<file path="config.mk">
export PLATFORM = sky130hd
export DESIGN_NAME = uart_tx_arb
export DESIGN_NICKNAME = d
export VERILOG_FILES = /design/src/rtl/uart_pkg.sv /design/src/rtl/uart_rr_pick.sv /design/src/rtl/uart_tx_arb.sv
export SDC_FILE = /design/constraint.sdc
export NUM_CORES = 1
export LEC_CHECK = 0
export BUFFER_PORTS_ARGS = -buffer_cell sky130_fd_sc_hd__buf_2
export CAP_MARGIN = 5
export CORE_ASPECT_RATIO = 0.75
export CORE_UTILIZATION = 40
export DETAILED_ROUTE_END_ITERATION = 10
export GPL_TIMING_DRIVEN = 0
export PLACE_DENSITY = 0.71
export SLEW_MARGIN = 10
export SYNTH_ARGS = -nofsm -noshare
export SYNTH_HDL_FRONTEND = slang
export SYNTH_SLANG_ARGS = --single-unit
</file>
<file path="constraint.sdc">
create_clock -name clk -period 1.7 [get_ports clk]
set_clock_uncertainty 0.1 [all_clocks]
set_input_delay 0.085 -clock clk [delete_from_list [all_inputs] [get_ports clk]]
set_output_delay 0.085 -clock clk [all_outputs]
set_load 0.005 [all_outputs]
</file>
<file path="src/rtl/uart_pkg.sv">
// uart_pkg: shared state encoding, byte width and header default for the UART transmit arbiter.
package uart_pkg;
   localparam int BYTE_W = 8;
   localparam logic [7:0] HDR_BASE_DEF = 8'hF0;
   typedef enum logic [1:0] {S_IDLE, S_HDR, S_DATA, S_DRAIN} arb_state_e;
   function automatic logic [2:0] oh2idx(input logic [7:0] oh);
      logic [2:0] r;
      r = '0;
      for (int i = 0; i < 8; i++) if (oh[i]) r = 3'(i);
      return r;
   endfunction
endpackage

</file>
<file path="src/rtl/uart_rr_pick.sv">
// uart_rr_pick: combinational round-robin picker, first request at or after ptr_i with wrap.
module uart_rr_pick #(
   parameter int N = 4
) (
   input  logic [N-1:0]         req_i,
   input  logic [$clog2(N)-1:0] ptr_i,
   output logic [N-1:0]         gnt_o,
   output logic                 any_o
);
   logic [N-1:0] rot, low;
   // Rotate so ptr_i sits at bit 0, isolate the lowest request, rotate back.
   assign rot   = N'({req_i, req_i} >> ptr_i);
   assign low   = rot & -rot;
   assign gnt_o = N'(({low, low} << ptr_i) >> N);
   assign any_o = |req_i;
endmodule

</file>
<file path="src/rtl/uart_tx_arb.sv">
// uart_tx_arb: frame-level round-robin arbiter sharing one UART byte transmitter.
// Define UART_ARB_HDR_EN to prefix every frame with channel byte HDR_BASE + owner.
module uart_tx_arb
   import uart_pkg::*;
#(
   parameter int          NUM_REQ      = 4,
   parameter logic [15:0] IDLE_TIMEOUT = 16'd0,
   parameter logic [7:0]  HDR_BASE     = HDR_BASE_DEF
) (
   input  logic                 clk,
   input  logic                 rst_n,
   input  logic [8*NUM_REQ-1:0] req_data,
   input  logic [NUM_REQ-1:0]   req_valid,
   input  logic [NUM_REQ-1:0]   req_last,
   output logic [NUM_REQ-1:0]   req_ready,
   output logic [BYTE_W-1:0]    uart_data,
   output logic                 uart_valid,
   input  logic                 uart_ready,
   output logic [NUM_REQ-1:0]   grant,
   output logic                 busy,
   output logic                 abort
);
   localparam int PW = $clog2(NUM_REQ);
   arb_state_e state_q;
   logic [NUM_REQ-1:0] grant_q, pick;
   logic [PW-1:0] rr_q, g_idx, rr_next;
   logic [BYTE_W-1:0] hold_q, g_data;
   logic [15:0] cnt_q;
   logic hold_full_q, abort_q, any, g_valid, g_last, cap, acc, stall, tmo;

   uart_rr_pick #(.N(NUM_REQ)) u_pick (
      .req_i (req_valid),
      .ptr_i (rr_q),
      .gnt_o (pick),
      .any_o (any)
   );

   assign g_idx     = PW'(oh2idx(8'(grant_q)));
   assign g_valid   = req_valid[g_idx];
   assign g_last    = req_last[g_idx];
   assign g_data    = req_data[8*g_idx +: 8];
   assign req_ready = (state_q == S_DATA && !hold_full_q) ? grant_q : '0;
   assign cap       = g_valid && state_q == S_DATA && !hold_full_q;
   assign acc       = hold_full_q && uart_ready;
   assign stall     = state_q == S_DATA && !hold_full_q && !g_valid;
   assign tmo       = (IDLE_TIMEOUT != 16'd0) && stall && (cnt_q + 16'd1 == IDLE_TIMEOUT);
   assign rr_next   = (int'(g_idx) == NUM_REQ - 1) ? '0 : g_idx + PW'(1);
   assign uart_data  = hold_q;
   assign uart_valid = hold_full_q;
   assign grant      = grant_q;
   assign busy       = state_q != S_IDLE;
   assign abort      = abort_q;

`ifndef UART_ARB_HDR_EN
   logic unused_hdr;
   assign unused_hdr = ^HDR_BASE;
`endif

   always_ff @(posedge clk or negedge rst_n)
      if (!rst_n) begin
         state_q     <= S_IDLE;
         grant_q     <= '0;
         rr_q        <= '0;
         hold_q      <= '0;
         hold_full_q <= 1'b0;
         cnt_q       <= '0;
         abort_q     <= 1'b0;
      end else begin
         abort_q <= 1'b0;
         if (acc) hold_full_q <= 1'b0;
         case (state_q)
            S_IDLE: if (any) begin
               grant_q <= pick;
`ifdef UART_ARB_HDR_EN
               hold_q      <= HDR_BASE + 8'(oh2idx(8'(pick)));
               hold_full_q <= 1'b1;
               state_q     <= S_HDR;
`else
               state_q     <= S_DATA;
`endif
            end
            S_HDR: if (acc) state_q <= S_DATA;
            S_DATA: if (cap) begin
               hold_q      <= g_data;
               hold_full_q <= 1'b1;
               cnt_q       <= '0;
               if (g_last) state_q <= S_DRAIN;
            end else if (tmo) begin
               abort_q <= 1'b1;
               grant_q <= '0;
               rr_q    <= rr_next;
               cnt_q   <= '0;
               state_q <= S_IDLE;
            end else if (stall) cnt_q <= cnt_q + 16'd1;
            S_DRAIN: if (acc) begin
               grant_q <= '0;
               rr_q    <= rr_next;
               state_q <= S_IDLE;
            end
            default: state_q <= S_IDLE;
         endcase
      end
endmodule
</file>
==> metrics.csv <==
stage,metric,value,unit
placed_design,Post-DP HPWL,2220,um
synthesis,Yosys reg bits,17,
placed_design,GPL Wtd Cong,0.872,
sta,fin crit period,1.68,ns
sta,max-slew violation count,0,
final_layout,antenna diode count,0,
clocking,TritonCTS clock tree,built,
sta,setup_tns,0,ns
global_route,number of global-route vias before repair,1075,
power,pwr/cell area,1570,mW/mm^2
detailed_routing,drt first pass iters,4,
synthesis,Synth Instances,115,
synthesis,most frequent cell after synthesis,dfrtp_1,
power,Pwr Total,2.56,mW
hold_path,Hold/Removal Path Class,in2reg,
global_route,antenna violations before repair,0,
placed_design,port bufs,60,
detailed_routing,DRC violations left,0,
sta,final hold vios,0,
synthesis,Post-Synth XOR/XNOR Area,0,
power,Int Pwr,1.60,mW
synthesis,area share of and/or/nand/nor cells after synthesis,0.134,
final_layout,layout cells sized above 1,0.530,
detailed_routing,via count,1134,
critical_path,FF-to-FF End,uart_data[1]$_DFFE_PN0P_,
clocking,Clock Tree Root,clkbuf_8,
power,worst vdd ir,0.000717,V
detailed_routing,DRT antenna net count,0,
synthesis,"EDFF count, synth",0,
critical_path,worst reg2reg path depth,4,
hold_path,hold path depth,4,
critical_path,r2r setup slk,0.02,ns
die,Initial Util,0.438,
synthesis,post-synth top area share,0.359,
run_status,status,finished clean,
final_layout,fin util,0.604,
critical_path,crit path cell chain,mux2_4 -> o31ai_4 -> nor2_8 -> mux2_4,
power,Reg power frac,0.299,
die,Total Die Area,0.00319,mm^2
synthesis,Syn Nets,158,
critical_path,CP Launch Type,flip-flop,
synthesis,cell accounting for the most synthesized area,dfrtp_1,
clocking,Clock Tree Buf Depth,2,
run,MaxCap Viol Count,0,
critical_path,"Data arrival, critical path",1.72,ns
clocking,"CTS clk-pin slew, worst paths",0.06,ns
sta,RSZ-0062 raised after global routing,yes,
synthesis,largest family of logic cells by synthesized area,multiplexers,
die,num rows,16,
detailed_routing,Routed WL per cell,13.3,um
synthesis,"Seq/Total Area, Yosys",0.359,
synthesis,Synth Area in Compound Gates,0.192,
critical_path,CP max stage delay,0.43,ns
hold_path,Hold Path End,uart_data[5]$_DFFE_PN0P_,
detailed_routing,total wire length,2910,um
global_route,largest net degree at the start of global routing,18,
placed_design,worst slack at placement,-0.112,ns
synthesis,Mapped Area,0.00118,mm^2
synthesis,Synth top cells by count,"dfrtp_1, o21ai_0, nand2_1, mux2_4, mux2i_1",
detailed_routing,vias per inst,5.18,
sta,fin crit share,0.988,
global_route,grt ovf,0,
power,sw frac,0.375,
final_layout,Area Growth Syn to Fin,37.8,%
critical_path,CP required,1.74,ns
clocking,clk_lat worst skew,0.25,ns
synthesis,synth warn,0,
die,Core ar.,0.00270,mm^2
synthesis,number of library cell types mapped by synthesis,34,
synthesis,Post-Synth Adder-Cell Area,0,
sta,Max Freq,595,MHz
die,die height,49.1,um
critical_path,path type of the worst setup path,reg2reg,
synthesis,Async SR Flop Fraction,1.00,
power,static leakage,0.769,nW
clocking,TritonCTS buffer count,3,
power,Switch Pwr,959,uW
clocking,H-tree Lvls,1,
critical_path,crit-path most repeated cell,mux2_4,
detailed_routing,DR iter-0 viols,19,
global_route,Overall Global Routing Usage,0.201,
die,IO Count,62,
placed_design,Cells after DPL,211,
critical_path,"Max stage delay cell, worst path",dfrtp_2,
synthesis,largest cells by area after synthesis,"dfrtp_1, mux2_4, mux2i_1, mux2_2, o21ai_0",
critical_path,Critical Path Sink Type,flip-flop,
synthesis,post-synthesis mux area share,0.266,
power,Gate power share,0.584,
sta,final setup fails,0,
final_layout,Layout Nets,227,
global_route,first-pass GRT wire length,4860,um
sta,Final WS setup,0.0203,ns
hold_path,Min-Delay Startpoint,req_data[29],
clocking,clock sink count,17,
final_layout,final cell count without fillers,219,
critical_path,"Max FO, Critical Path",9,
power,Clk network pwr share,0.116,
synthesis,syn_area_per_cell,10.3,um^2
synthesis,prevailing post-synth register cell,dfrtp_1,
die,Die W,64.8,um
critical_path,Worst R2R Start,grant[1]$_DFFE_PN0P_,
## worst max-delay path by stage
| stage | startpoint | to | slack, ns | cells after the start |
|---|---|---|---|---|
| after floorplan | grant[1]$_DFFE_PN0P_ | uart_data[0]$_DFFE_PN0P_ | 0.05 | 4 |
| after global placement | grant[1]$_DFFE_PN0P_ | state_q[0]$_DFFE_PN0P_ | -0.14 | 5 |
| after detailed placement | grant[1]$_DFFE_PN0P_ | state_q[0]$_DFFE_PN0P_ | -0.11 | 5 |
| after CTS | grant[1]$_DFFE_PN0P_ | uart_data[1]$_DFFE_PN0P_ | -0.002 | 4 |
| after global routing | grant[1]$_DFFE_PN0P_ | uart_data[4]$_DFFE_PN0P_ | -0.03 | 4 |
| final | grant[1]$_DFFE_PN0P_ | uart_data[1]$_DFFE_PN0P_ | 0.02 | 4 |
## power groups by stage
stage	Combinational (mW)	Clock (mW)	Sequential [mW]
floorplan	1.02	0	0.754
global placement	1.40	0	0.761
detailed placement	1.43	0	0.762
CTS	1.47	0.308	0.764
global route	1.64	0.330	0.794
finish	1.50	0.298	0.767
## critical path, delay by kind of cell (launching register included)
| family | cells | cell delay [ns] |
|---|---|---|
| DFF | 1 | 0.43 |
| muxes | 2 | 0.63 |
| and+or+nand+nor | 1 | 0.12 |
| AOI/OAI and AO/OA | 1 | 0.28 |
## placed cells by master (no fill, tap or decap), types with 2 or more instances in the layout
cell type / count
clkbuf_1: 3
mux2_2: 8
o22ai_1: 4
inv_1: 4
and2_1: 5
dlygate4sd3_1: 2
o21ai_0: 13
mux2_4: 9
mux2i_1: 9
clkbuf_8: 3
dfrtp_1: 14
nand2_1: 11
buf_4: 3
buf_2: 62
a32o_1: 3
a21oi_1: 3
dfrtp_2: 3
## per-stage QoR
stage	instance area [um^2]	hold WS, ns
3_5_place_dp	1530	-0.0692
2_1_floorplan	1180	-0.311
3_3_place_gp	1530	-0.0794
4_1_cts	1610	0.0719
6_report	1630	0.0768
5_1_grt	1630	0.0850
## area by class of cell
class	instances	area (um^2)
plain buffers	7	43.8
clock buffers	4	45.0
fillers	253	1070
inverters	5	18.8
multi-input cells	86	716
flip-flops and latches	17	429
well taps	36	45.0
repair buffers	64	335
## logic make-up after synthesis
family,after synthesis
compound gates,33
mux,26
simple gates,26
flops,17
buf+inv,12
other cells,1
## state kept, by name (all words and copies together), names as in the netlist
signal      count
rr_q            2
uart_data       8
grant           4
uart_valid      1
state_q         2
## repair_timing
action                     CTS  global route
hold buffers                 2             0
setup endpoints to repair    9            12
pin swaps                    1             0
hold endpoints to repair    18             0
resized for setup            4             5
gates cloned                 0             0
buffers inserted             1             1
## per-layer routing
metal / track usage / vias to the layer above / wire, um
met5: 0 / - / 0
met4: 0.0556 / 0 / 25
met3: 0.0514 / 4 / 175
met2: 0.326 / 41 / 1350
met1: 0.262 / 529 / 1360
li1: - / 560 / -
Power figures use the tool's default switching activity.
